$ cat src/rtl/sprite_pkg.sv
`default_nettype none
// ============================================================================
//  Module   : sprite_pkg
//  Purpose  : Shared types and constants for the sprite motion controller.
//  Revision : 1.0  initial release
// ============================================================================
package sprite_pkg;

    // Frame-sequencing states of the pop/cooldown controller
    typedef enum logic [1:0] {
        IDLE     = 2'd0,
        POP      = 2'd1,
        COOLDOWN = 2'd2
    } sprite_state_t;

    // Default active video geometry
    localparam int DEFAULT_SCREEN_WIDTH  = 1280;
    localparam int DEFAULT_SCREEN_HEIGHT = 720;

    // Position bus widths consumed by the renderer
    localparam int X_W = 11;
    localparam int Y_W = 10;

endpackage : sprite_pkg
`default_nettype wire

$ cat src/rtl/sprite_bounce_axis.sv
`default_nettype none
// ============================================================================
//  Module   : sprite_bounce_axis
//  Purpose  : One axis of a bouncing sprite: position plus travel direction,
//             clamped to [0, MAX] with a direction flip on overshoot.
//  Revision : 1.0  initial release
// ============================================================================
module sprite_bounce_axis #(
    parameter int W     = 11,
    parameter int MAX   = 1024,
    parameter int SPEED = 2,
    parameter int INIT  = 0
) (
    input  logic         clk,
    input  logic         rst,
    input  logic         step_en,
    output logic [W-1:0] pos_out
);

    // The signed working width is 12 bits; W must stay below that so the
    // zero-extended position always reads as non-negative.
    localparam logic signed [11:0] c_max     = 12'(MAX);
    localparam logic signed [11:0] c_speed   = 12'(SPEED);
    localparam logic [W-1:0]       c_max_pos = W'(MAX);
    localparam logic [W-1:0]       c_init    = W'(INIT);

    logic [W-1:0]       pos_q;
    logic [W-1:0]       pos_d;
    logic               dir_neg_q;
    logic               dir_neg_d;
    logic signed [11:0] w_pos_ext;
    logic signed [11:0] w_pos_next;

    assign w_pos_ext = {{(12-W){1'b0}}, pos_q};

    // Candidate step, then clamp; landing exactly on a bound keeps direction
    always_comb begin
        w_pos_next = dir_neg_q ? (w_pos_ext - c_speed) : (w_pos_ext + c_speed);
        pos_d      = pos_q;
        dir_neg_d  = dir_neg_q;
        if (step_en) begin
            if (w_pos_next > c_max) begin
                pos_d     = c_max_pos;
                dir_neg_d = 1'b1;
            end else if (w_pos_next < 12'sd0) begin
                pos_d     = '0;
                dir_neg_d = 1'b0;
            end else begin
                pos_d     = w_pos_next[W-1:0];
            end
        end
    end

    // Position and direction registers
    always_ff @(posedge clk or posedge rst) begin
        if (rst) begin
            pos_q     <= c_init;
            dir_neg_q <= 1'b0;
        end else begin
            pos_q     <= pos_d;
            dir_neg_q <= dir_neg_d;
        end
    end

    assign pos_out = pos_q;

endmodule : sprite_bounce_axis
`default_nettype wire

$ cat src/rtl/sprite_motion_ctrl.sv
`default_nettype none
// ============================================================================
//  Module   : sprite_motion_ctrl
//  Purpose  : Per-frame sprite controller: bouncing x/y motion plus a
//             trigger-started pop/cooldown sequence. All outputs update only
//             on new_frame_in so the renderer never tears mid-frame.
//  Revision : 1.0  initial release
// ============================================================================
module sprite_motion_ctrl
    import sprite_pkg::*;
#(
    parameter int SPRITE_WIDTH    = 256,
    parameter int SPRITE_HEIGHT   = 256,
    parameter int SCREEN_WIDTH    = DEFAULT_SCREEN_WIDTH,
    parameter int SCREEN_HEIGHT   = DEFAULT_SCREEN_HEIGHT,
    parameter int SPEED_X         = 2,
    parameter int SPEED_Y         = 1,
    parameter int X_INIT          = 0,
    parameter int Y_INIT          = 0,
    parameter int POP_FRAMES      = 8,
    parameter int COOLDOWN_FRAMES = 4
) (
    input  logic           pixel_clk_in,
    input  logic           rst_in,
    input  logic           new_frame_in,
    input  logic           trigger_in,
    input  logic           move_en_in,
    output logic [X_W-1:0] x_out,
    output logic [Y_W-1:0] y_out,
    output logic           pop_out,
    output logic           busy_out
);

    localparam int c_max_x   = SCREEN_WIDTH  - SPRITE_WIDTH;
    localparam int c_max_y   = SCREEN_HEIGHT - SPRITE_HEIGHT;
    localparam int c_cnt_max = (POP_FRAMES > COOLDOWN_FRAMES) ? POP_FRAMES : COOLDOWN_FRAMES;
    localparam int c_cnt_w   = (c_cnt_max > 1) ? $clog2(c_cnt_max) : 1;

    localparam logic [c_cnt_w-1:0] c_pop_last  = c_cnt_w'(POP_FRAMES - 1);
    localparam logic [c_cnt_w-1:0] c_cool_last = c_cnt_w'(COOLDOWN_FRAMES - 1);
    localparam logic [c_cnt_w-1:0] c_cnt_one   = c_cnt_w'(1);

    sprite_state_t      state_q;
    logic [c_cnt_w-1:0] cnt_q;
    logic               pop_q;
    logic               busy_q;
    logic               trig_prev_q;
    logic               pending_q;
    logic               w_trig_rise;
    logic               w_start_pop;
    logic               w_step_en;

    assign w_trig_rise = trigger_in & ~trig_prev_q;
    // An edge arriving with the frame pulse is honoured by that same frame
    assign w_start_pop = pending_q | w_trig_rise;
    // The frame that enters POP still moves; frames evaluated in POP do not
    assign w_step_en   = new_frame_in & move_en_in & (state_q != POP);

    // Previous trigger level for rising-edge detection
    always_ff @(posedge pixel_clk_in or posedge rst_in) begin
        if (rst_in) begin
            trig_prev_q <= 1'b0;
        end else begin
            trig_prev_q <= trigger_in;
        end
    end

    // Latch a mid-frame trigger edge until the next frame boundary, IDLE only
    always_ff @(posedge pixel_clk_in or posedge rst_in) begin
        if (rst_in) begin
            pending_q <= 1'b0;
        end else if (new_frame_in) begin
            pending_q <= 1'b0;
        end else if (w_trig_rise && (state_q == IDLE)) begin
            pending_q <= 1'b1;
        end
    end

    // Pop/cooldown sequencer with registered pop/busy outputs
    always_ff @(posedge pixel_clk_in or posedge rst_in) begin
        if (rst_in) begin
            state_q <= IDLE;
            cnt_q   <= '0;
            pop_q   <= 1'b0;
            busy_q  <= 1'b0;
        end else if (new_frame_in) begin
            case (state_q)
                IDLE: begin
                    if (w_start_pop) begin
                        state_q <= POP;
                        cnt_q   <= c_pop_last;
                        pop_q   <= 1'b1;
                        busy_q  <= 1'b1;
                    end
                end
                POP: begin
                    if (cnt_q == '0) begin
                        state_q <= COOLDOWN;
                        cnt_q   <= c_cool_last;
                        pop_q   <= 1'b0;
                    end else begin
                        cnt_q   <= cnt_q - c_cnt_one;
                    end
                end
                COOLDOWN: begin
                    if (cnt_q == '0) begin
                        state_q <= IDLE;
                        busy_q  <= 1'b0;
                    end else begin
                        cnt_q   <= cnt_q - c_cnt_one;
                    end
                end
                default: begin
                    state_q <= IDLE;
                    cnt_q   <= '0;
                    pop_q   <= 1'b0;
                    busy_q  <= 1'b0;
                end
            endcase
        end
    end

    sprite_bounce_axis #(
        .W     (X_W),
        .MAX   (c_max_x),
        .SPEED (SPEED_X),
        .INIT  (X_INIT)
    ) u_axis_x (
        .clk     (pixel_clk_in),
        .rst     (rst_in),
        .step_en (w_step_en),
        .pos_out (x_out)
    );

    sprite_bounce_axis #(
        .W     (Y_W),
        .MAX   (c_max_y),
        .SPEED (SPEED_Y),
        .INIT  (Y_INIT)
    ) u_axis_y (
        .clk     (pixel_clk_in),
        .rst     (rst_in),
        .step_en (w_step_en),
        .pos_out (y_out)
    );

    assign pop_out  = pop_q;
    assign busy_out = busy_q;

endmodule : sprite_motion_ctrl
`default_nettype wire

$ cat config.mk
export PLATFORM = sky130hd
export DESIGN_NAME = sprite_motion_ctrl
export DESIGN_NICKNAME = d
export VERILOG_FILES = /design/src/rtl/sprite_pkg.sv /design/src/rtl/sprite_bounce_axis.sv /design/src/rtl/sprite_motion_ctrl.sv
export SDC_FILE = /design/constraint.sdc
export NUM_CORES = 1
export LEC_CHECK = 0
export ABC_AREA = 1
export BUFFER_PORTS_ARGS = -buffer_cell sky130_fd_sc_hd__buf_2
export CORE_ASPECT_RATIO = 0.6
export CORE_MARGIN = 10
export CORE_UTILIZATION = 65
export CTS_BUF_LIST = sky130_fd_sc_hd__clkbuf_4 sky130_fd_sc_hd__clkbuf_8
export DETAILED_ROUTE_END_ITERATION = 6
export HOLD_SLACK_MARGIN = 0.08
export PLACE_DENSITY_LB_ADDON = 0.08
export REMOVE_ABC_BUFFERS = 1
export SLEW_MARGIN = 10
export SYNTH_ARGS = -nofsm -noshare
export SYNTH_HDL_FRONTEND = slang
export SYNTH_SLANG_ARGS = --single-unit
$ cat constraint.sdc
create_clock -name pixel_clk_in -period 3.19 [get_ports pixel_clk_in]
set_input_delay 0.957 -clock pixel_clk_in [delete_from_list [all_inputs] [get_ports pixel_clk_in]]
set_output_delay 0.957 -clock pixel_clk_in [all_outputs]
set_load 0.005 [all_outputs]
# [Word-level counts from Yosys, hierarchy flattened]
# Cells that the tools add are included.
[op_classes] add_sub_neg=5 magnitude_cmp=4 eq_ne=7 n_mux=24 bitwise_logic=7 n_reduce_logical=12
[op_table] cell="$lt 12x1->1 const B" n=2
[op_table] cell="$mux 12" n=2
[op_table] cell="$mux 11" n=2
[op_table] cell="$mux 10" n=2
[op_table] cell="$add 11x2->12 const B" n=1
[op_table] cell="$gt 12x10->1 const B" n=1
[op_table] cell="$gt 12x12->1 const B" n=1
[op_table] cell="$reduce_and 4->1" n=3
[op_table] cell="$sub 11x2->12 const B" n=1
[op_table] cell="$add 10x1->11 const B" n=1
[op_table] cell="$sub 10x1->11 const B" n=1
[op_table] cell="$mux 3" n=3
[op_table] cell="$pmux 3 s3" n=1
[op_table] cell="$mux 1" n=8
[op_table] cell="$ne 2x2->1 const B" n=4
[op_table] cell="$mux 2" n=3
[op_table] cell="$pmux 1 s3" n=2
[op_table] cell="$pmux 2 s3" n=1
[op_table] cell="$reduce_bool 2->1" n=3
[op_table] cell="$reduce_and 2->1" n=2
[op_table] cell="$and 1x1->1" n=3
[op_table] cell="$logic_not 3->1" n=1
[op_table] cell="$not 1->1" n=3
[op_table] cell="$reduce_and 3->1" n=1
[op_table] cell="other kinds (7)" n=7
[word_totals] register_bits=32 inputBits=5 output_inout_bits=23 elab_cells=69

# [Depth between registers and ports, before layout]
# Gate-level depths: netlist of the first run.
[logic_depth] depth_word=5 mapped_depth=14 ltp_nobuf=14

# [Cells and area by module]
# From an unflattened synthesis of the first run, not the netlist that was laid out.
[hier_totals] hier_cells=417 area_unflattened_um2=2685.1
[modules_own_cells] mod="sprite_bounce_axis at u_axis_x" instances=1 cells_per_inst=188 area_per_inst_um2=1162.4 seq_area_each_um2=275.3
[modules_own_cells] mod="sprite_bounce_axis at u_axis_y" instances=1 cells_per_inst=153 area_per_inst_um2=964.7 seq_area_each_um2=275.3
[modules_own_cells] mod="sprite_motion_ctrl" instances=1 cells_per_inst=76 area_per_inst_um2=558.0 seq_area_each_um2=225.2

# [Worst setup path before layout of the first run]
# No wires, ideal clock.
[synth_path] path_type="reg-to-reg" start="reg u_axis_x.dir_neg_q" end="reg u_axis_x.pos_q[1] (netlist: u_axis_x.pos_out[1])" setup_ns=0.119 t_arrival_ns=1.765 t_required_ns=3.071 path_slack_ns=1.307 path_stages_with_launch=12 n_path_buf=0 period_less_slack_ns=1.883 cell_sequence="dfrtp_1 ha_1 a21oi_1 nand2_1 nand2_1 nand3_1 nand2_1 nand2_1 nor2_1 nand2_2 nand3_1 nand2_1"
[synth_via] elab_chain_cells=4 elab_cells_between_ends=5 cone_classes="order compare: 2; mux: 3"
[synth_rtl] element="from (decl)" line_no="sprite_bounce_axis.sv:29" rtl="logic dir_neg_q;"
[synth_rtl] element="from (signal assigned)" line_no="sprite_bounce_axis.sv:61" rtl="dir_neg_q <= dir_neg_d;"
[synth_rtl] element="$mux 12 (*)" line_no="sprite_bounce_axis.sv:38" rtl="w_pos_next = dir_neg_q ? (w_pos_ext - c_speed) : (w_pos_ext + c_speed);"
[synth_rtl] element="$lt 12x1->1" line_no="sprite_bounce_axis.sv:45" rtl="end else if (w_pos_next < 12'sd0) begin"
[synth_rtl] element="$mux 11" line_no="sprite_bounce_axis.sv:45"
[synth_rtl] element="$mux 11 (*)" line_no="sprite_bounce_axis.sv:42" rtl="if (w_pos_next > c_max) begin"
[synth_rtl] element="to (signal assigned)" line_no="sprite_bounce_axis.sv:57" rtl="pos_q <= c_init;"
[synth_rtl] element="to (signal assigned)" line_no="sprite_bounce_axis.sv:60" rtl="pos_q <= pos_d;"
[synth_rtl] element="to (decl)" line_no="sprite_bounce_axis.sv:27" rtl="logic [W-1:0] pos_q;"
# Every way passes the cells marked *; elsewhere a longest branch is shown, timed or not.
# A chain may end at the register's enable or synchronous reset.

# [Worst setup path after layout of the first run]
[layout_path] start="reg u_axis_x.dir_neg_q" end="reg u_axis_x.pos_q[6] (netlist: u_axis_x.pos_out[6])"
# The elaborated chain is that of the path after synthesis.

==> results of run 1 <==
sequential cells by signal (all words and copies together) (netlist names):
register            flops
busy_out                1
cnt_q                   3
pending_q               1
pop_out                 1
state_q                 2
trig_prev_q             1
u_axis_x.dir_neg_q      1
u_axis_x.pos_out       10
u_axis_y.dir_neg_q      1
u_axis_y.pos_out       10
placed cells by master (no fill, tap or decap), types with 2 or more instances in the layout:
| master | count |
|---|---|
| nand2_1 | 146 |
| inv_1 | 46 |
| nor2_1 | 45 |
| nand3_1 | 41 |
| dfrtp_1 | 31 |
| buf_2 | 26 |
| o21ai_0 | 14 |
| a21oi_1 | 13 |
| ha_1 | 13 |
| nand4_1 | 9 |
| clkbuf_8 | 5 |
| o22ai_1 | 3 |
| nand2_2 | 3 |
| xnor2_1 | 3 |
| xor2_1 | 2 |
| nor2_2 | 2 |
| nor2_4 | 2 |
| o21ai_1 | 2 |
| nand3b_1 | 2 |
| o21bai_1 | 2 |
| clkinvlp_4 | 2 |
| buf_4 | 2 |
layer usage:
layer  track usage [%]  vias up  wire, um
li1                  -     1317         -
met1              27.5     1191      3110
met2              28.0      125      2610
met3              6.33        7       648
met4              4.21        0        39
met5                 0        -         0
tightest hold or removal path, cell delays in order, from the launching register on:
cell     delay (ns)
dfrtp_1        0.34
o21ai_0        0.07
nand2_1        0.05
path summary, 6_finish.rpt:
path	start	to	slack (ns)	cells after the start
setup / recovery	u_axis_x.dir_neg_q	u_axis_x.pos_out[6]	0.81	10
max in group asynchronous	rst_in	u_axis_y.pos_out[5]	2.18	3
hold / removal	busy_out	busy_out	0.50	2
hold reg to reg	busy_out	busy_out	0.50	2
setup reg to reg	u_axis_x.dir_neg_q	u_axis_x.pos_out[6]	0.81	10
min in group asynchronous	rst_in	u_axis_x.pos_out[2]	0.72	3
through the flow:
step | cell area [um^2] | hold WS, ns
2_1_floorplan | 2470 | 0.463
3_3_place_gp | 2670 | 0.475
3_5_place_dp | 2670 | 0.481
4_1_cts | 2760 | 0.498
5_1_grt | 2760 | 0.533
6_report | 2760 | 0.499
area by class of cell:
| type | count | area, um^2 | share of cell area [%] |
|---|---|---|---|
| Clock inverter | 3 | 20.0 | 0.725 |
| Inverter | 48 | 180 | 6.52 |
| Tap cell | 47 | 58.8 | 2.13 |
| Clock buffer | 5 | 68.8 | 2.49 |
| Sequential cell | 31 | 776 | 28.1 |
| Multi-Input combinational cell | 311 | 1510 | 54.8 |
| Timing Repair Buffer | 28 | 145 | 5.26 |
power by group through the flow:
stage / logic, mW / clock network [mW] / registers, mW
floorplan: 0.789 / 0 / 0.686
global placement: 1.04 / 0 / 0.722
detailed placement: 1.08 / 0 / 0.725
CTS: 1.09 / 0.312 / 0.717
global route: 1.27 / 0.333 / 0.751
finish: 1.11 / 0.310 / 0.723
cells by family (layout without fill, tap and decap cells):
logic type      after synthesis  count (layout)  share of synthesized area, %
fa+ha+maj                    14              14                          7.30
other cells                   1               1                         0.150
simple gates                254             254                          43.1
xor+xnor                      5               5                          1.75
buf+inv                      55              84                          8.55
flops                        31              31                          31.0
compound gates               37              37                          8.10
==> key figures, run 1 <==
Worst setup path
  • Setup crit end kind: flop
  • Startpoint types: flop
  • Delay-heaviest family, CP: simple AND/OR/NAND/NOR gates
  • WP data arrival: 2.55 ns
  • Setup Crit Path Kind: flop to flop
  • Crit-path cells: ha_1, nand2_1, nor2_1, nand3_1, nand3_1, nand2_1, nand2_1, clkinv_1, nand3_1, o21ai_0
  • Crit path largest cell delay: 0.57 ns
  • Req. time, crit path: 3.36 ns
  • CP max-delay cell: dfrtp_1
  • Crit path max fanout: 13
  • CP Buf/Inv Count: 1

Final layout
  • Layout cells sized above 1: 10.8%
  • Non-filler cells, final: 473
  • N_diodes: 0
  • Area delta synth->final: 10.4%
  • Layout Nets: 444
  • Final core occ: 75.0%
  • Fill cells: 292

Outcome
  • Status: finished clean

GRT
  • Vias in the first global route: 2336
  • Pin count of the biggest net entering global routing: 32
  • Global Route Usage Sum: 19.3%
  • First-pass GRT wire length: 10.7 mm
  • Initial antenna violation count: 0
  • Global route total overflow: 0

STA
  • Min Clock Period, post-route: 2.38 ns
  • Unrepaired setup endpoints after global routing: no
  • Setup WS post-layout: 0.808 ns
  • Setup violators final: 0
  • Worst Skew: 0.00248 ns
  • Crit share post-route: 74.7%
  • Final Slew Violations: 0
  • Max frequency: 420 MHz
  • Final hold vios: 0
  • Slew HR: 63.0%
  • Setup_tns: 0 ns
  • Slew @ Worst Pin: 0.554 ns

Power
  • Leakage power: 1.58 nW
  • Switching power: 1.06 mW
  • Total power: 2.14 mW
  • Sw frac: 49.6%
  • Sequential power share: 33.8%
  • Peak supply drop: 0.560 mV
  • Pwr Density: 775 nW/um^2
  • Logic gate share of total power: 51.7%
  • Clock power frac: 14.5%
  • Pint: 1.08 mW

Yosys
  • Synth Register Bits: 31
  • Synth top area cells: dfrtp_1 (31%), nand2_1 (22%), nand3_1 (8.2%), inv_1 (6.9%), nor2_1 (6.8%)
  • Syn avg cell area: 6.30 um^2
  • Synth cell count leaders: nand2_1 (146), inv_1 (46), nor2_1 (45)
  • Post-synth top flop: dfrtp_1
  • Synth Cell Area: 2500 um^2
  • Yosys cell types: 32
  • Cells after Synth: 397
  • Area share of the largest cell type after synthesis: 31.0%
  • Async SR Flop Fraction: 100%
  • Post-synth EDFFs: 0
  • Top-count cell post-synth: nand2_1
  • Synth area leader: dfrtp_1
  • Synth warn: 0
  • Sequential fraction of the synthesis area: 31.0%

Clock tree
  • CTS root buf: clkbuf_8
  • Postcts setup bufs: 0
  • Clock Latency Late Sink: 0.29 ns
  • Worst-path clk slew: 0.07 ns
  • H-tree Lvls: 2
  • Hold-fix buffer count after cts: 0
  • Max Buffers Root-to-Sink: 2
  • # resized after CTS: 0
  • CTS tree: yes
  • Clk sinks: 31
  • CTS buffer count: 5

Route
  • Final ANT Viol Nets: 0
  • Detailed Routing Iterations Pass 1: 6
  • DR vias: 2640
  • Post-DR vias/cell: 5.58
  • Routed WL: 6.41 mm
  • Routed length per instance: 13.6 um
  • Initial detailed-routing violation count: 303
  • Drt drc: 0

Floorplanning
  • Die Area: 6810 um^2
  • Row count: 17
  • DIE HEIGHT: 68.1 um
  • Die X: 100 um
  • Initial Util: 68.0%
  • Ports: 28
  • CORE AREA: 3680 um^2

Placed design
  • Dpl hpwl: 4.99 mm
  • Setup WS pre-CTS: 0.877 ns
  • Routability cong.: 0.989
  • Number of buffers added on ports: 26
  • Inst Count DP: 465

Min path
  • HP Class: flop to flop

Job
  • Max-cap viol count: 0
Note: power is estimated with default switching activity, not from simulation.
==> run 2, diff against run 1 <==
- CORE_UTILIZATION: 65 -> 61
- clock period: 3.19 -> 2.3 ns (I/O delays scaled with it)
==> key figures, run 2 (synthesized netlist as in run 1, its figures left out) <==
Clock tree
  • CTS tree: yes (unchanged)
  • Clock Latency Late Sink: 0.29 ns (about the same)
  • Hold-fix buffer count after cts: 0 (unchanged)
  • Max Buffers Root-to-Sink: 2 (unchanged)
  • Clk sinks: 31 (unchanged)
  • CTS root buf: clkbuf_8 (unchanged)
  • Worst-path clk slew: 0.07 ns (about the same)
  • CTS buffer count: 5 (unchanged)
  • H-tree Lvls: 2 (unchanged)

Placed design
  • Routability cong.: 1.00 (was 0.989)
  • Inst Count DP: 470 (was 465)
  • Dpl hpwl: 5.10 mm (was 4.99 mm)
  • Number of buffers added on ports: 26 (unchanged)

Job
  • Max-cap viol count: 0 (unchanged)

GRT
  • First-pass GRT wire length: 11.1 mm (was 10.7 mm)
  • Pin count of the biggest net entering global routing: 32 (unchanged)
  • Initial antenna violation count: 0 (unchanged)
  • Vias in the first global route: 2343 (was 2336)
  • Global Route Usage Sum: 18.9% (was 19.3%)
  • Global route total overflow: 0 (unchanged)

Route
  • DR vias: 2688 (was 2640)
  • Routed length per instance: 14.0 um (was 13.6 um)
  • Post-DR vias/cell: 5.60 (was 5.58)
  • Detailed Routing Iterations Pass 1: 5 (was 6)
  • Initial detailed-routing violation count: 284 (was 303)
  • Drt drc: 0 (unchanged)
  • Final ANT Viol Nets: 0 (unchanged)
  • Routed WL: 6.73 mm (was 6.41 mm)

STA
  • Worst Skew: 0.00574 ns (was 0.00248 ns)
  • Final hold vios: 0 (unchanged)
  • Slew HR: 64.8% (was 63.0%)
  • Setup_tns: 0 ns (unchanged)
  • Slew @ Worst Pin: 0.527 ns (was 0.554 ns)
  • Min Clock Period, post-route: 2.21 ns (was 2.38 ns)
  • Setup violators final: 0 (unchanged)
  • Crit share post-route: 96.2% (was 74.7%)
  • Max frequency: 452 MHz (was 420 MHz)
  • Final Slew Violations: 0 (unchanged)

Floorplanning
  • Die Area: 7150 um^2 (was 6810 um^2)
  • Die X: 103 um (was 100 um)
  • Initial Util: 65.7% (was 68.0%)
  • Ports: 28 (unchanged)
  • CORE AREA: 3810 um^2 (was 3680 um^2)
  • DIE HEIGHT: 69.6 um (was 68.1 um)
  • Row count: 17 (unchanged)

Worst setup path
  • WP data arrival: 2.39 ns (was 2.55 ns)
  • Crit path max fanout: 9 (was 13)
  • Reg2reg start: u_axis_x.dir_neg_q (unchanged)
  • Critical Path End: u_axis_x.pos_out[7] (was u_axis_x.pos_out[6])
  • Startpoint types: flop (unchanged)
  • Req. time, crit path: 2.48 ns (was 3.36 ns)
  • Setup crit start: u_axis_x.dir_neg_q (unchanged)
  • Worst-case reg-to-reg path depth: 11 (was 10)
  • Setup Crit Path Kind: flop to flop (unchanged)
  • R2r setup slk: 0.09 ns (was 0.81 ns)
  • Setup crit end kind: flop (unchanged)
  • Worst r2r dst: u_axis_x.pos_out[7] (was u_axis_x.pos_out[6])

Power
  • Pwr Density: 1040 nW/um^2 (was 775 nW/um^2)
  • Leakage power: 1.63 nW (was 1.58 nW)
  • Peak supply drop: 0.770 mV (was 0.560 mV)

Final layout
  • Most common cell after layout, fill and taps aside: nand2_1 (unchanged)
  • N_diodes: 0 (unchanged)
  • Layout Nets: 451 (was 444)
  • Most frequent cells in the layout: nand2_1 (144), inv_1 (46), nor2_1 (41) (was nand2_1 (146), inv_1 (46), nor2_1 (45))
  • Layout cells sized above 1: 15.7% (was 10.8%)
  • Non-filler cells, final: 480 (was 473)
  • Area delta synth->final: 15.5% (was 10.4%)

Min path
  • HP Class: input pin to asynchronous set/reset pin (was flop to flop)

Outcome
  • Status: finished clean (unchanged)
-- run 2: changes by cell type in the layout (fill, tap and decap cells not counted), moves of 2 or more --
cell,before,now
ha_1,13,11
nand2_1,146,144
a21oi_1,13,11
buf_4,2,7
a21oi_2,0,2
nor2_1,45,41
clkbuf_4,0,2
nor2_2,2,5
-- run 2: repair_timing --
action	CTS	global route
setup endpoints to repair	4	9
gates resized for setup	1	16
buffers inserted	0	2
pin swaps	0	1
cloned	0	0
-- run 2: final cells by class --
| class | instances | area (um^2) |
|---|---|---|
| Multi-Input combinational cell | 311 | 1580 |
| Sequential cell | 31 | 777 |
| Clock inverter | 2 | 12.5 |
| Inverter | 48 | 180 |
| Clock buffer | 6 | 76.3 |
| Fill cell | 307 | 917 |
| Tap cell | 47 | 58.8 |
| Timing Repair Buffer | 35 | 210 |
-- run 2: power breakdown --
group / internal, mW / leakage (nW) / switching [mW]
combinational: 0.608 / 1.19 / 0.988
sequential: 0.723 / 0.394 / 0.256
clock: 0.223 / 0.0446 / 0.211
total: 1.55 / 1.63 / 1.46
-- run 2: worst min path at each step --
stage,start,endpoint,slack (ns),depth (start not counted)
4_1_cts,rst_in,pop_out,0.48,3
2_1_floorplan,pending_q,pending_q,0.46,2
5_1_grt,rst_in,pop_out,0.50,3
6_report,rst_in,pending_q,0.47,3
3_5_place_dp,busy_out,busy_out,0.49,2
3_3_place_gp,pending_q,pending_q,0.47,2
-- run 2: worst max-delay path, cell delays in order, from the launching register on --
cell,delay [ns]
dfrtp_2,0.45
buf_4,0.17
ha_1,0.37
nand2_1,0.13
nor2_1,0.19
nand3_1,0.14
nand4_1,0.11
nand2_1,0.11
nor2_4,0.17
nand2_4,0.11
nand3_1,0.09
nand2_1,0.06
-- run 2: stage by stage --
step	hold slack [ns]	setup WS, ns	utilization [%]	total power [mW]	area (um^2)
6_report	0.471	0.0875	75.9	3.01	2890
5_1_grt	0.501	-0.00623	75.9	3.33	2890
4_1_cts	0.485	0.0982	73.9	2.98	2810
3_5_place_dp	0.486	0.0277	71.5	2.53	2720
3_3_place_gp	0.474	0.0427	71.5	2.50	2720
2_1_floorplan	0.463	0.306	-	2.05	2470
-- run 2: routing by layer --
| metal | vias up | wire length [um] | track usage (%) |
|---|---|---|---|
| met5 | - | 0 | 0 |
| met4 | 0 | 34 | 2.31 |
| met3 | 8 | 860 | 7.44 |
| met2 | 130 | 2580 | 23.8 |
| met1 | 1207 | 3250 | 29.1 |
| li1 | 1343 | - | - |
